===== src/rtl/cnn_pkg.sv =====
// Shared constants, FSM state encoding and the fixed-point saturation helper
// for the convolution/pooling stage.
package cnn_pkg;
    localparam int IMG_W  = 28;
    localparam int K      = 5;
    localparam int CONV_W = IMG_W - K + 1;
    localparam int POOL_W = CONV_W / 2;
    localparam int N_CH   = 8;
    localparam int FC_IN  = N_CH * POOL_W * POOL_W;
    localparam int DW     = 32;
    localparam int FRAC   = 16;
    localparam int ACC_W  = 72;
    localparam int CH_W   = $clog2(N_CH);
    localparam int IDX_W  = $clog2(FC_IN);
    localparam int PIX_AW = $clog2(IMG_W * IMG_W);
    localparam int W_AW   = $clog2(N_CH * K * K);

    typedef enum logic [2:0] {IDLE, MAC, FLUSH, POOL, OUT, DONE} state_t;

    localparam logic signed [ACC_W-1:0] SAT_HI = {{(ACC_W-DW+1){1'b0}}, {(DW-1){1'b1}}};
    localparam logic signed [ACC_W-1:0] SAT_LO = {{(ACC_W-DW+1){1'b1}}, {(DW-1){1'b0}}};

    // Drop the fractional bits of the accumulator and clamp into DW signed range.
    function automatic logic signed [DW-1:0] sat_dw(input logic signed [ACC_W-1:0] acc);
        logic signed [ACC_W-1:0] sh;
        sh = acc >>> FRAC;
        if (sh > SAT_HI)      return SAT_HI[DW-1:0];
        else if (sh < SAT_LO) return SAT_LO[DW-1:0];
        else                  return sh[DW-1:0];
    endfunction
endpackage


===== src/rtl/conv_pool_engine_if.sv =====
// Control, memory-read and result-stream signals of the conv/pool engine.
// Results use valid/ready: a word transfers on a clock edge where out_valid && out_ready; the engine holds data/index until then.
interface conv_pool_engine_if;
    import cnn_pkg::*;

    logic              start;
    logic [CH_W-1:0]   channel;
    logic              busy;
    logic              done;
    logic              pix_rd;
    logic [PIX_AW-1:0] pix_addr;
    logic [DW-1:0]     pix_data;
    logic              w_rd;
    logic [W_AW-1:0]   w_addr;
    logic [DW-1:0]     w_data;
    logic              out_valid;
    logic              out_ready;
    logic [DW-1:0]     out_data;
    logic [IDX_W-1:0]  out_index;
    state_t            fsm_state;

    modport master (
        input  start, channel, pix_data, w_data, out_ready,
        output busy, done, pix_rd, pix_addr, w_rd, w_addr,
               out_valid, out_data, out_index, fsm_state
    );
    modport slave (
        output start, channel, pix_data, w_data, out_ready,
        input  busy, done, pix_rd, pix_addr, w_rd, w_addr,
               out_valid, out_data, out_index, fsm_state
    );
endinterface


===== src/rtl/conv_mac.sv =====
// Pipelined multiply-accumulate: registered signed product, wide accumulator,
// and a saturated fixed-point view of the accumulator.
module conv_mac
    import cnn_pkg::*;
(
    input  logic                 clk,
    input  logic                 rst,
    input  logic                 clr,
    input  logic                 en,
    input  logic signed [DW-1:0] a,
    input  logic signed [DW-1:0] b,
    output logic signed [DW-1:0] conv
);
    logic signed [2*DW-1:0]  prod;
    logic                    prod_vld;
    logic signed [ACC_W-1:0] acc;

    always_ff @(posedge clk) begin
        if (rst) begin
            prod     <= '0;
            prod_vld <= 1'b0;
            acc      <= '0;
        end else begin
            prod_vld <= en;
            if (en) prod <= a * b;
            if (clr)           acc <= '0;
            else if (prod_vld) acc <= acc + {{(ACC_W-2*DW){prod[2*DW-1]}}, prod};
        end
    end

    assign conv = sat_dw(acc);
endmodule


===== src/rtl/conv_pool_engine.sv =====
// One output channel per start: 5x5 valid conv, 2x2 max-pool and ReLU, streamed
// as 144 indexed results. Each pooled output visits its four conv sub-positions in turn.
module conv_pool_engine
    import cnn_pkg::*;
(
    input  logic                clk,
    input  logic                rst,
    conv_pool_engine_if.master  bus
);
    localparam logic [2:0] KM1 = 3'(K - 1);
    localparam logic [3:0] PM1 = 4'(POOL_W - 1);

    state_t               state;
    logic [CH_W-1:0]      ch;
    logic [3:0]           py, px, py_n, px_n;
    logic [1:0]           q;
    logic [2:0]           ky, kx;
    logic                 fl;
    logic                 busy_r, done_r, rd_r, data_vld, ov_r;
    logic [PIX_AW-1:0]    pa_r;
    logic [W_AW-1:0]      wa_r;
    logic signed [DW-1:0] run_max, out_r, conv, pool_max;
    logic [IDX_W-1:0]     idx_r;
    logic                 mac_clr;

    function automatic logic [PIX_AW-1:0] pix_a(input logic [3:0] y, input logic [3:0] x,
                                                input logic [1:0] s, input logic [2:0] ty,
                                                input logic [2:0] tx);
        logic [PIX_AW-1:0] r, c;
        r = PIX_AW'({y, 1'b0}) + PIX_AW'(s[1]) + PIX_AW'(ty);
        c = PIX_AW'({x, 1'b0}) + PIX_AW'(s[0]) + PIX_AW'(tx);
        return r * PIX_AW'(IMG_W) + c;
    endfunction

    function automatic logic [W_AW-1:0] w_a(input logic [CH_W-1:0] c, input logic [2:0] ty,
                                            input logic [2:0] tx);
        return W_AW'(c) * W_AW'(K * K) + W_AW'(ty) * W_AW'(K) + W_AW'(tx);
    endfunction

    assign mac_clr  = (state == POOL);
    assign pool_max = (q == 2'd0 || conv > run_max) ? conv : run_max;
    assign px_n     = (px == PM1) ? 4'd0 : px + 4'd1;
    assign py_n     = (px != PM1) ? py : ((py == PM1) ? 4'd0 : py + 4'd1);

    conv_mac u_mac (
        .clk  (clk),
        .rst  (rst),
        .clr  (mac_clr),
        .en   (data_vld),
        .a    (bus.pix_data),
        .b    (bus.w_data),
        .conv (conv)
    );

    always_ff @(posedge clk) begin
        if (rst) begin
            state    <= IDLE;
            ch       <= '0;
            py       <= '0;
            px       <= '0;
            q        <= '0;
            ky       <= '0;
            kx       <= '0;
            fl       <= 1'b0;
            busy_r   <= 1'b0;
            done_r   <= 1'b0;
            rd_r     <= 1'b0;
            data_vld <= 1'b0;
            ov_r     <= 1'b0;
            pa_r     <= '0;
            wa_r     <= '0;
            run_max  <= '0;
            out_r    <= '0;
            idx_r    <= '0;
        end else begin
            // Read data returns one cycle after the strobe.
            data_vld <= rd_r;
            case (state)
                IDLE: if (bus.start) begin
                    ch     <= bus.channel;
                    py     <= '0;
                    px     <= '0;
                    q      <= '0;
                    ky     <= '0;
                    kx     <= '0;
                    busy_r <= 1'b1;
                    rd_r   <= 1'b1;
                    pa_r   <= '0;
                    wa_r   <= w_a(bus.channel, 3'd0, 3'd0);
                    state  <= MAC;
                end
                MAC: begin
                    if (kx == KM1) begin
                        kx <= '0;
                        if (ky == KM1) begin
                            ky    <= '0;
                            rd_r  <= 1'b0;
                            fl    <= 1'b0;
                            state <= FLUSH;
                        end else begin
                            ky   <= ky + 3'd1;
                            pa_r <= pix_a(py, px, q, ky + 3'd1, 3'd0);
                            wa_r <= w_a(ch, ky + 3'd1, 3'd0);
                        end
                    end else begin
                        kx   <= kx + 3'd1;
                        pa_r <= pix_a(py, px, q, ky, kx + 3'd1);
                        wa_r <= w_a(ch, ky, kx + 3'd1);
                    end
                end
                FLUSH: begin
                    fl <= 1'b1;
                    if (fl) state <= POOL;
                end
                POOL: begin
                    run_max <= pool_max;
                    if (q == 2'd3) begin
                        ov_r  <= 1'b1;
                        out_r <= pool_max[DW-1] ? '0 : pool_max;
                        idx_r <= IDX_W'(ch) * IDX_W'(POOL_W * POOL_W)
                               + IDX_W'(py) * IDX_W'(POOL_W) + IDX_W'(px);
                        state <= OUT;
                    end else begin
                        q     <= q + 2'd1;
                        rd_r  <= 1'b1;
                        pa_r  <= pix_a(py, px, q + 2'd1, 3'd0, 3'd0);
                        wa_r  <= w_a(ch, 3'd0, 3'd0);
                        state <= MAC;
                    end
                end
                OUT: if (bus.out_ready) begin
                    ov_r <= 1'b0;
                    px   <= px_n;
                    py   <= py_n;
                    q    <= '0;
                    if (px == PM1 && py == PM1) begin
                        done_r <= 1'b1;
                        busy_r <= 1'b0;
                        state  <= DONE;
                    end else begin
                        rd_r  <= 1'b1;
                        pa_r  <= pix_a(py_n, px_n, 2'd0, 3'd0, 3'd0);
                        wa_r  <= w_a(ch, 3'd0, 3'd0);
                        state <= MAC;
                    end
                end
                DONE: begin
                    done_r <= 1'b0;
                    state  <= IDLE;
                end
                default: state <= IDLE;
            endcase
        end
    end

    assign bus.busy      = busy_r;
    assign bus.done      = done_r;
    assign bus.pix_rd    = rd_r;
    assign bus.pix_addr  = pa_r;
    assign bus.w_rd      = rd_r;
    assign bus.w_addr    = wa_r;
    assign bus.out_valid = ov_r;
    assign bus.out_data  = out_r;
    assign bus.out_index = idx_r;
    assign bus.fsm_state = state;
endmodule


===== src/flat_wrapper.sv =====
// flat-port wrapper written by rule: the top's interface ports become plain ports
module conv_pool_engine_flat import cnn_pkg::*;
  (clk, rst, bus_start, bus_channel, bus_pix_data, bus_w_data, bus_out_ready, bus_busy, bus_done, bus_pix_rd, bus_pix_addr, bus_w_rd, bus_w_addr, bus_out_valid, bus_out_data, bus_out_index, bus_fsm_state);
  conv_pool_engine_if bus_i ();
  input  logic clk;
  input  logic rst;
  input wire logic [$bits(bus_i.start)-1:0] bus_start;
  input wire logic [$bits(bus_i.channel)-1:0] bus_channel;
  input wire logic [$bits(bus_i.pix_data)-1:0] bus_pix_data;
  input wire logic [$bits(bus_i.w_data)-1:0] bus_w_data;
  input wire logic [$bits(bus_i.out_ready)-1:0] bus_out_ready;
  output wire logic [$bits(bus_i.busy)-1:0] bus_busy;
  output wire logic [$bits(bus_i.done)-1:0] bus_done;
  output wire logic [$bits(bus_i.pix_rd)-1:0] bus_pix_rd;
  output wire logic [$bits(bus_i.pix_addr)-1:0] bus_pix_addr;
  output wire logic [$bits(bus_i.w_rd)-1:0] bus_w_rd;
  output wire logic [$bits(bus_i.w_addr)-1:0] bus_w_addr;
  output wire logic [$bits(bus_i.out_valid)-1:0] bus_out_valid;
  output wire logic [$bits(bus_i.out_data)-1:0] bus_out_data;
  output wire logic [$bits(bus_i.out_index)-1:0] bus_out_index;
  output wire logic [$bits(bus_i.fsm_state)-1:0] bus_fsm_state;
  assign bus_i.start = bus_start;
  assign bus_i.channel = bus_channel;
  assign bus_i.pix_data = bus_pix_data;
  assign bus_i.w_data = bus_w_data;
  assign bus_i.out_ready = bus_out_ready;
  assign bus_busy = bus_i.busy;
  assign bus_done = bus_i.done;
  assign bus_pix_rd = bus_i.pix_rd;
  assign bus_pix_addr = bus_i.pix_addr;
  assign bus_w_rd = bus_i.w_rd;
  assign bus_w_addr = bus_i.w_addr;
  assign bus_out_valid = bus_i.out_valid;
  assign bus_out_data = bus_i.out_data;
  assign bus_out_index = bus_i.out_index;
  assign bus_fsm_state = bus_i.fsm_state;
  conv_pool_engine u_core (.clk(clk), .rst(rst), .bus(bus_i));
endmodule

===== config.mk =====
export PLATFORM = sky130hd
export DESIGN_NAME = conv_pool_engine_flat
export DESIGN_NICKNAME = d
export VERILOG_FILES = /design/src/rtl/cnn_pkg.sv /design/src/rtl/conv_pool_engine_if.sv /design/src/rtl/conv_mac.sv /design/src/rtl/conv_pool_engine.sv /design/src/flat_wrapper.sv
export SDC_FILE = /design/constraint.sdc
export NUM_CORES = 2
export LEC_CHECK = 0
export ABC_CLOCK_PERIOD_IN_PS = 16590
export CAP_MARGIN = 20
export CORE_MARGIN = 3
export CORE_UTILIZATION = 70
export DETAILED_ROUTE_END_ITERATION = 7
export PLACE_DENSITY = 0.95
export SYNTH_ARGS = -nofsm -noshare
export SYNTH_HDL_FRONTEND = slang
export SYNTH_SLANG_ARGS = --single-unit

===== constraint.sdc =====
create_clock -name clk -period 16.59 [get_ports clk]
set_input_delay 2.4885 -clock clk [delete_from_list [all_inputs] [get_ports clk]]
set_output_delay 2.4885 -clock clk [all_outputs]
set_load 0.01 [all_outputs]

==> qor.txt <==
Status -> finished, final reports clean
Hold/Removal Path Class -> reg -> reg
Top_reg_cell synth -> dfxtp_1
Setup CP Type -> in -> reg
Area Growth Syn to Fin -> 5.56%
Grt total ovfl -> 0
Crit path top cell by count -> fa_1
Total Routed Length -> 159 mm
Crit share post-route -> 0.674
Worst-Margin Slew -> 1130 ps
First-pass GRT wire length -> 256 mm
FILL cells -> 4817
Post-synth EDFFs -> 0
Clock Latency Late Sink -> 570 ps
Relative slew margins -> 0.246
CP Launch Type -> primary input
1st-iter DRT viols -> 4711
WP buf/inv -> 7
Synthesized area per cell -> 8.82 sq um
Final core occ -> 0.747
Starting Density -> 0.708
Hold EP -> u_core.bus.out_index[7]$_SDFFE_PP0P_
Total die area -> 81900 sq um
Critical path depth -> 27
Number of core rows -> 102
Largest stage delay on the critical path -> 1050 ps
Mapped Area -> 54900 sq um
CP delay by family, top -> adder cells
Number of synthesized register bits -> 257
PostCTS Resize Cnt -> 0
R2r setup slk -> 10760 ps
Final Setup Violations -> 0
Crit. End Element -> flip-flop
Worst r2r dst -> u_core.run_max[0]$_SDFFE_PP0P_
Post-Syn Instances -> 6231
Vias per cell -> 6.34
Die X -> 286 microns
Worst Path Arrival -> 11660 ps
WP data required -> 17070 ps
Core area -> 77600 sq um
CTS tree -> done
DRC errors left -> 0
Min-delay src -> u_core.bus.out_index[7]$_SDFFE_PP0P_
Sequential Area -> 5150 sq um
Reg2reg start -> u_core.u_mac.acc[47]$_SDFFE_PP0P_
Yosys cell types -> 81
Number of global-route vias before repair -> 50600
CTS Buf Count -> 27
IO Count -> 140
Hold WS -> 456 ps
Pins over their slew limit -> 0
Detail Placement HPWL -> 120 mm
MaxCap Viol Count -> 0
Fin nets -> 7725
Crit path time final -> 11180 ps
IO Port Bufs -> 138
RSZ-0062 raised after global routing -> false
Layout cells sized above 1 -> 0.0264
Clock Skews -> 27.6 ps
Routed WL per cell -> 22.1 microns
H-tree depth -> 1
Max clock buf depth -> 3
Via count -> 45700
Multi-input logic area -> 44000 sq um
YS warnings -> 0
Pre-antenna DRT Iters -> 8
Post-CTS Hold Buffers -> 0
Final Hold Viols -> 0
Root Driver -> clkbuf_16
R2R depth -> 19
Clock Pin Slew Worst Setup and Hold Paths -> 60 ps
Post-route ant nets -> 0
Slowest stage cell, crit path -> fa_1
Setup TNS -> 0 ps
CTS Sinks -> 257
Sequential element share of the synthesized area -> 0.0936
Fmax -> 89.4 MHz
Largest net degree at the start of global routing -> 83
Die Y -> 286 microns
Critical Path Fanout Max -> 32
Initial antenna violation count -> 3
Hold depth -> 2
Placer Congestion -> 0.972
Synthesized net count -> 7809
Synth async-reset ratio -> 0
Post-CTS Repair Setup Buffers -> 0
Tot GR Track Use -> 0.395
-- tightest hold or removal path, delay by kind of cell (launching register included) --
kind | cells | cell delay (ps)
compound gates | 1 | 50
simple gates | 1 | 50
flops | 1 | 310
-- stage by stage --
stage          worst slack (ps)  instance area (sq um)  instances
2_1_floorplan              6510                  54900       6231
3_3_place_gp               5340                  56900       7148
3_5_place_dp               4880                  56900       7148
4_1_cts                    5480                  57800       7198
5_1_grt                    5000                  58000       7209
6_report                   5410                  58000       7210
-- state kept, by name, indices dropped and copies added (netlist names), 4 cells and up --
name / flops
u_core.bus.out_data: 31
u_core.u_mac.prod: 64
u_core.run_max: 32
u_core.bus.pix_addr: 10
u_core.px: 4
u_core.u_mac.acc: 72
u_core.bus.out_index: 11
u_core.py: 4
u_core.bus.w_addr: 8
-- kinds of logic (layout without fill, tap and decap cells) --
logic type	Yosys count	after routing	synth area share
xor gates and xnor gates	195	195	0.0311
muxes	105	105	0.0192
other	1	3	0.0000683
DFF	257	257	0.0936
buffers and inverters	1532	1469	0.106
and+or+nand+nor	1837	1837	0.161
AOI/OAI and AO/OA	797	797	0.0927
adders and majority gates	1507	1507	0.496
-- layout make-up --
class / count / area share
Multi-Input combinational cell: 4442 / 0.759
Sequential cell: 257 / 0.0888
Inverter: 1198 / 0.0775
Timing Repair Buffer: 221 / 0.0369
Tap cell: 1040 / 0.0224
Clock buffer: 36 / 0.0133
Clock inverter: 14 / 0.00235
Antenna cell: 2 / 0.0000863
-- synth_stat cells (34+ instances only) --
cell / n / area [sq um]
xor2_1: 68 / 596
inv_1: 1198 / 4500
nand4_1: 49 / 307
nor2b_1: 34 / 213
and2_1: 519 / 3250
a21oi_1: 269 / 1350
nand3_1: 79 / 395
nor2_1: 312 / 1170
clkbuf_1: 309 / 1160
fa_1: 1119 / 22400
a211oi_1: 71 / 533
nand2_1: 714 / 2680
o21ai_0: 139 / 696
ha_1: 388 / 4850
xnor2_1: 127 / 1110
a21o_1: 99 / 743
mux2i_1: 104 / 1040
dfxtp_1: 257 / 5140
-- metal layers --
layer | global-route usage | wire length, microns | vias to the layer above
met3 | 0.102 | 17100 | 1290
li1 | - | - | 19000
met4 | 0.294 | 15000 | 2
met5 | 0 | 10 | -
met2 | 0.652 | 76500 | 3316
met1 | 0.444 | 50700 | 22100
-- cell usage in the layout, fill, tap and decap left out, types with 34 or more instances in the layout --
cell,Yosys,routed
nand2_1,714,714
a211oi_1,71,71
buf_4,4,74
ha_1,388,388
o21ai_0,139,139
nand4_1,49,49
xnor2_1,127,127
a21o_1,99,99
fa_1,1119,1119
xor2_1,68,68
a21oi_1,269,269
dfxtp_1,257,255
clkdlybuf4s50_1,0,137
and2_1,519,519
nand3_1,79,79
nor2b_1,34,34
nor2_1,312,310
inv_1,1198,1198
mux2i_1,104,104
-- worst max-delay path by stage --
stage / start / endpoint / slack [ps]
global route: bus_w_data[2] / u_core.u_mac.prod[63]$_SDFFE_PP0P_ / 5000
CTS: bus_w_data[11] / u_core.u_mac.prod[63]$_SDFFE_PP0P_ / 5480
global placement: bus_w_data[12] / u_core.u_mac.prod[63]$_SDFFE_PP0P_ / 5340
floorplan: bus_pix_data[31] / u_core.u_mac.prod[63]$_SDFFE_PP0P_ / 6510
finish: bus_w_data[2] / u_core.u_mac.prod[63]$_SDFFE_PP0P_ / 5410
detailed placement: bus_w_data[11] / u_core.u_mac.prod[63]$_SDFFE_PP0P_ / 4880
Power is not shown: default switching activity piles up to over one toggle a cycle in this logic, so the estimate is an artifact.
